==> config.mk <==
export PLATFORM = sky130hd
export DESIGN_NAME = clk_div_multi
export DESIGN_NICKNAME = d
export VERILOG_FILES = /design/src/rtl/clk_div_pkg.sv /design/src/rtl/clk_div_channel.sv /design/src/rtl/clk_div_multi.sv
export SDC_FILE = /design/constraint.sdc
export NUM_CORES = 1
export LEC_CHECK = 0
export CORE_MARGIN = 1.5
export CORE_UTILIZATION = 23
export CTS_BUF_LIST = sky130_fd_sc_hd__clkbuf_4
export DETAILED_ROUTE_END_ITERATION = 8
export DONT_BUFFER_PORTS = 1
export SLEW_MARGIN = 20
export SYNTH_ARGS = -nofsm -noshare
export SYNTH_HDL_FRONTEND = slang
export SYNTH_HIERARCHICAL = 1
export SYNTH_SLANG_ARGS = --single-unit
==> constraint.sdc <==
create_clock -name clk -period 5.7 [get_ports clk]
set_input_delay 1.71 -clock clk [delete_from_list [all_inputs] [get_ports clk]]
set_output_delay 1.71 -clock clk [all_outputs]
set_load 0.005 [all_outputs]
==> src/rtl/clk_div_pkg.sv <==
// Shared types and defaults for the multi-channel clock divider.
// Optional phase-realign port is enabled with CLKDIV_SYNC_EN.
package clk_div_pkg;

  localparam int unsigned MAX_CNT_W  = 32;
  localparam int unsigned DEF_NUM_CH = 2;
  localparam int unsigned DEF_CNT_W  = 18;
  localparam int unsigned DEF_DIV    = 100000;

  typedef logic [MAX_CNT_W-1:0] cnt_t;

  localparam cnt_t MIN_DIV = cnt_t'(2);

  typedef struct packed {
    cnt_t cnt;
    cnt_t div;
    cnt_t pdiv;
    logic pend;
  } ch_state_t;

endpackage

==> src/rtl/clk_div_channel.sv <==
// One divider channel: period counter, active and pending divisor.
// Port sync exists only when CLKDIV_SYNC_EN is defined.
module clk_div_channel
  import clk_div_pkg::*;
#(
  parameter int unsigned CNT_W       = DEF_CNT_W,
  parameter int unsigned DEFAULT_DIV = DEF_DIV
) (
  input  logic             clk,
  input  logic             reset_n,
  input  logic             en,
`ifdef CLKDIV_SYNC_EN
  input  logic             sync,
`endif
  input  logic             acc,
  input  logic [CNT_W-1:0] acc_div,
  output logic             pend,
  output logic             clk_out,
  output logic             tick
);

  localparam cnt_t RST_DIV = cnt_t'(DEFAULT_DIV);

  ch_state_t st_q, st_d;
  logic      clk_out_q, clk_out_d;
  logic      tick_q, tick_d;
  cnt_t      hi_m1, nxt, ld;
  logic      restart, wrap;

  always_comb begin
    hi_m1 = ((st_q.div + cnt_t'(1)) >> 1) - cnt_t'(1);
    nxt   = cnt_t'(st_q.cnt[CNT_W-1:0] + CNT_W'(1));
    wrap  = (st_q.cnt == st_q.div - cnt_t'(1));
    ld    = cnt_t'(acc_div);
    if (ld < MIN_DIV) ld = MIN_DIV;
`ifdef CLKDIV_SYNC_EN
    restart = !en || sync;
`else
    restart = !en;
`endif

    st_d      = st_q;
    clk_out_d = clk_out_q;
    tick_d    = 1'b0;

    // Divisor only ever switches at a period boundary, so no glitch.
    if (restart || wrap) begin
      st_d.cnt  = '0;
      clk_out_d = 1'b1;
      tick_d    = !restart;
      if (st_q.pend) begin
        st_d.div  = st_q.pdiv;
        st_d.pend = 1'b0;
      end
    end else begin
      st_d.cnt = nxt;
      if (st_q.cnt == hi_m1) clk_out_d = 1'b0;
    end

    if (acc) begin
      st_d.pdiv = ld;
      st_d.pend = 1'b1;
    end
  end

  always_ff @(posedge clk or negedge reset_n) begin
    if (!reset_n) begin
      st_q.cnt  <= '0;
      st_q.div  <= RST_DIV;
      st_q.pdiv <= RST_DIV;
      st_q.pend <= 1'b0;
      clk_out_q <= 1'b1;
      tick_q    <= 1'b0;
    end else begin
      st_q      <= st_d;
      clk_out_q <= clk_out_d;
      tick_q    <= tick_d;
    end
  end

  assign pend    = st_q.pend;
  assign clk_out = clk_out_q;
  assign tick    = tick_q;

endmodule

==> src/rtl/clk_div_multi.sv <==
// NUM_CH independent clock dividers with a shared divisor-load port.
// Define CLKDIV_SYNC_EN to add the sync phase-realign input.
module clk_div_multi
  import clk_div_pkg::*;
#(
  parameter int unsigned NUM_CH      = DEF_NUM_CH,
  parameter int unsigned CNT_W       = DEF_CNT_W,
  parameter int unsigned DEFAULT_DIV = DEF_DIV,
  localparam int unsigned LCH_W = (NUM_CH > 1) ? $clog2(NUM_CH) : 1
) (
  input  logic              clk,
  input  logic              reset_n,
`ifdef CLKDIV_SYNC_EN
  input  logic              sync,
`endif
  input  logic [NUM_CH-1:0] ch_en,
  input  logic              load_valid,
  input  logic [LCH_W-1:0]  load_ch,
  input  logic [CNT_W-1:0]  load_div,
  output logic              load_ready,
  output logic [NUM_CH-1:0] clk_out,
  output logic [NUM_CH-1:0] tick
);

  logic [NUM_CH-1:0] pend;
  logic [NUM_CH-1:0] acc;

  // Out-of-range channel index: ready, but nothing is accepted.
  always_comb begin
    load_ready = 1'b1;
    acc        = '0;
    for (int i = 0; i < NUM_CH; i++) begin
      if (32'(load_ch) == 32'(i)) begin
        load_ready = !pend[i];
        acc[i]     = load_valid && !pend[i];
      end
    end
  end

  for (genvar g = 0; g < NUM_CH; g++) begin : g_ch
    clk_div_channel #(
      .CNT_W       (CNT_W),
      .DEFAULT_DIV (DEFAULT_DIV)
    ) u_ch (
      .clk     (clk),
      .reset_n (reset_n),
      .en      (ch_en[g]),
`ifdef CLKDIV_SYNC_EN
      .sync    (sync),
`endif
      .acc     (acc[g]),
      .acc_div (load_div),
      .pend    (pend[g]),
      .clk_out (clk_out[g]),
      .tick    (tick[g])
    );
  end

endmodule

==> summary.md <==
| Metric | Value |
|---|---|
| Finished Layout Cells | 1460 |
| I/O pins | 29 |
| Vias in the first global route | 6779 |
| Placer Congestion | 0.8599 |
| DP Area | 9283 um2 |
| Worst Path Arrival | 4.22 ns |
| Final worst path period need | 3.793 ns |
| Worst hold path type | reg -> reg |
| Postcts setup bufs | 0 |
| Starting Density | 23.25% |
| Post-route ant nets | 0 |
| Final worst slack | 1.907 ns |
| Worst-Margin Slew | 0.9515 ns |
| Final setup violation count | 0 |
| Fillers | 4194 |
| Detailed-route wire length per cell | 15.29 um |
| CP Max Fanout | 21 |
| Hold Path Stages | 1 |
| Hold_buf cts | 0 |
| Detailed Place HPWL | 16610 um |
| Area fraction of the dominant cell type after synthesis | 25.13% |
| H-tree levels | 4 |
| Root buffer cell | clkbuf_4 |
| Fin nets | 960 |
| Setup WS pre-CTS | 1.892 ns |
| CP startpoint kind | flip-flop |
| Outcome | finished clean |
| Number of DRC markers in iteration 0 | 527 |
| Clock skew | 0.02680 ns |
| Clock Latency Late Sink | 0.55 ns |
| Number of synthesized flops with an enable pin | 0 |
| Pin count of the biggest net entering global routing | 117 |
| Die Wd | 200.4 um |
| Grt ovf | 0 |
| CTS tree | done |
| Die area | 40170 um2 |
| Max-slew violations | 0 |
| Cts bufs inserted | 17 |
| Synthesized area per cell | 9.082 um2 |
| Fmax | 0.2636 GHz |
| Met3 wire len | 949 um |
| Clock Sinks | 116 |
| Synthesis warning total | 6 |
| PwrDens | 408.1 nW/um2 |
| Die Y-Extent | 200.4 um |
| GRT Util Overall | 11.32% |
| Post-Route WL | 22320 um |
| Distinct cells, synth | 80 |
| Met2 wire length | 11250 um |
| Synth area leader | dfrtp_1 |
| Register area share after synthesis | 32.75% |
| Post-synth net total | 1019 |
| Final hold vios | 0 |
| Highest routed metal layer | met4 |
| # DRC | 0 |
| Most common cell after layout, fill and taps aside | xnor2_1 |
| Met1 Wirelength | 9796 um |
| Most area-consuming cells after synthesis | dfrtp_1, xnor2_1, dfstp_2, mux2_2, xor2_1 |
| Most frequent cells in the layout | xnor2_1, dfrtp_1, nor2_1, nand3_1, mux2_2 |
| Pre-Repair DR Iteration Count | 5 |
| Vias/cell | 4.848 |
| Synth Register Bits | 116 |
| Worst path required time | 6.13 ns |
| Vias | 7078 |
| Unrepaired setup endpoints after global routing | no |
| Initial antenna violation count | 1 |
| Max-slew headroom | 36.57% |
| Synthesized area | 8964 um2 |
| Pwr Total | 3.914 mW |
| Max clock buf depth | 2 |
| Clock Pin Slew Worst Setup and Hold Paths | 0.11 ns |
| Reg area | 2935 um2 |
| Ratio of cells with drive above 1 in the final layout | 16.79% |
| P&R area growth vs syn | 6.979% |
| Final setup TNS | 0 ns |
| Multi-input gate area | 5590 um2 |
| Row cnt | 72 |
| Pleak | 3.399 nW |
| Fin crit share | 66.54% |
| Main flop type after synthesis | dfrtp_1 |
| Placed insts | 1427 |
| Core Box Area | 38560 um2 |
| Crit path kind | reg -> reg |
| Max VDD drop | 0.1256 mV |
| Worst r2r path cells | 9 |
| Mapped Cells | 987 |
| CP endpoint kind | flip-flop |
| Final instance area | 9589 um2 |
| Max-cap viol count | 0 |
| Input/output buffers | 0 |
| Post-cts sizing count | 0 |
| Global-route wire length before repair | 36640 um |
| FFs w/ async S/R, synth | 100.0% |
## through the flow
step | hold WS, ns | utilization [%]
global placement | 0.4821 | 24.08
CTS | 0.5094 | 24.86
finish | 0.5131 | 24.87
detailed placement | 0.4922 | 24.08
global route | 0.5256 | 24.87
floorplan | 0.4714 | -
## cells in the mapped netlist, types with 4 or more instances
cell type  count
or4_1          7
o22ai_1        7
nor2b_1       10
or3_1         12
a211oi_1       8
a31oi_1        8
inv_1         23
buf_2         18
nand3_1       62
mux2i_1       10
dfstp_2       26
nor4_2         4
nand2b_1       8
and3_1        17
ha_1           8
o211ai_1       6
and4_1         6
nor3b_1        6
mux2_4        18
buf_6          4
nand2_1       36
a31o_2         4
o21ai_0       26
a41oi_1        4
o21a_1         4
nand4b_1       4
a21oi_1       16
mux2_2        53
nor4_1        23
xor2_1        49
and3b_1        5
nor3_1        32
nand3b_1       6
xnor2_1      104
nand4_1       39
and2_1        12
nor2_1        87
dfrtp_1       90
clkbuf_1      56
## path summary, 6_finish.rpt
check,slack [ns],to,startpoint
worst min register to register,0.51,g_ch[0].u_ch/st_q[41],g_ch[0].u_ch/st_q[9]
worst min-delay path,0.51,g_ch[0].u_ch/st_q[41],g_ch[0].u_ch/st_q[9]
max in group asynchronous,4.60,g_ch[1].u_ch/st_q[8],reset_n
worst max register to register,1.91,g_ch[0].u_ch/st_q[37],g_ch[0].u_ch/st_q[37]
worst max-delay path,1.91,g_ch[0].u_ch/st_q[37],g_ch[0].u_ch/st_q[37]
min in group asynchronous,0.85,g_ch[0].u_ch/st_q[76],reset_n
## report_power, final
| part | internal, mW | total, mW | switching (mW) |
|---|---|---|---|
| Combinational | 0.864 | 1.72 | 0.858 |
| Clock | 0.313 | 0.649 | 0.337 |
| Sequential | 1.05 | 1.54 | 0.497 |
## sequential cells by signal (all words and copies together), names as in the netlist
name               cells
g_ch.u_ch/pend         2
g_ch.u_ch/st_q       110
g_ch.u_ch/clk_out      2
g_ch.u_ch/tick         2
## per-layer routing
metal / vias to the layer above / GRT usage, %
met2: 163 / 19.85
met4: 0 / 3.330
met3: 22 / 2.484
li1: 3448 / -
met1: 3445 / 13.84
met5: - / 0
## cell families after synthesis
group | Yosys count | share of synthesized area [%]
flops | 116 | 32.75
buf+inv | 104 | 4.941
fa+ha+maj | 8 | 1.117
compound gates | 131 | 10.76
simple gates | 392 | 24.19
xor+xnor | 155 | 15.45
mux | 81 | 10.79
## worst max-delay path: stages, from the launching register on
cell     delay (ns)
dfrtp_1        0.57
nor3_1         0.56
nand3_1        0.35
or4_1          0.50
xnor2_1        0.15
nor4_1         0.32
nand4_2        0.20
nand2_2        0.41
nand2_4        0.28
mux2_4         0.36
## cell type report
type,instances,share of cell area (%)
antenna,1,0.02610
clock buffer,19,1.487
clock inverter,13,1.683
inverter,23,0.9003
multi-input combinational,767,58.30
sequential,116,30.61
tap,518,6.759
timing repair buffer,3,0.2349
Note: power is estimated with default switching activity, not from simulation.
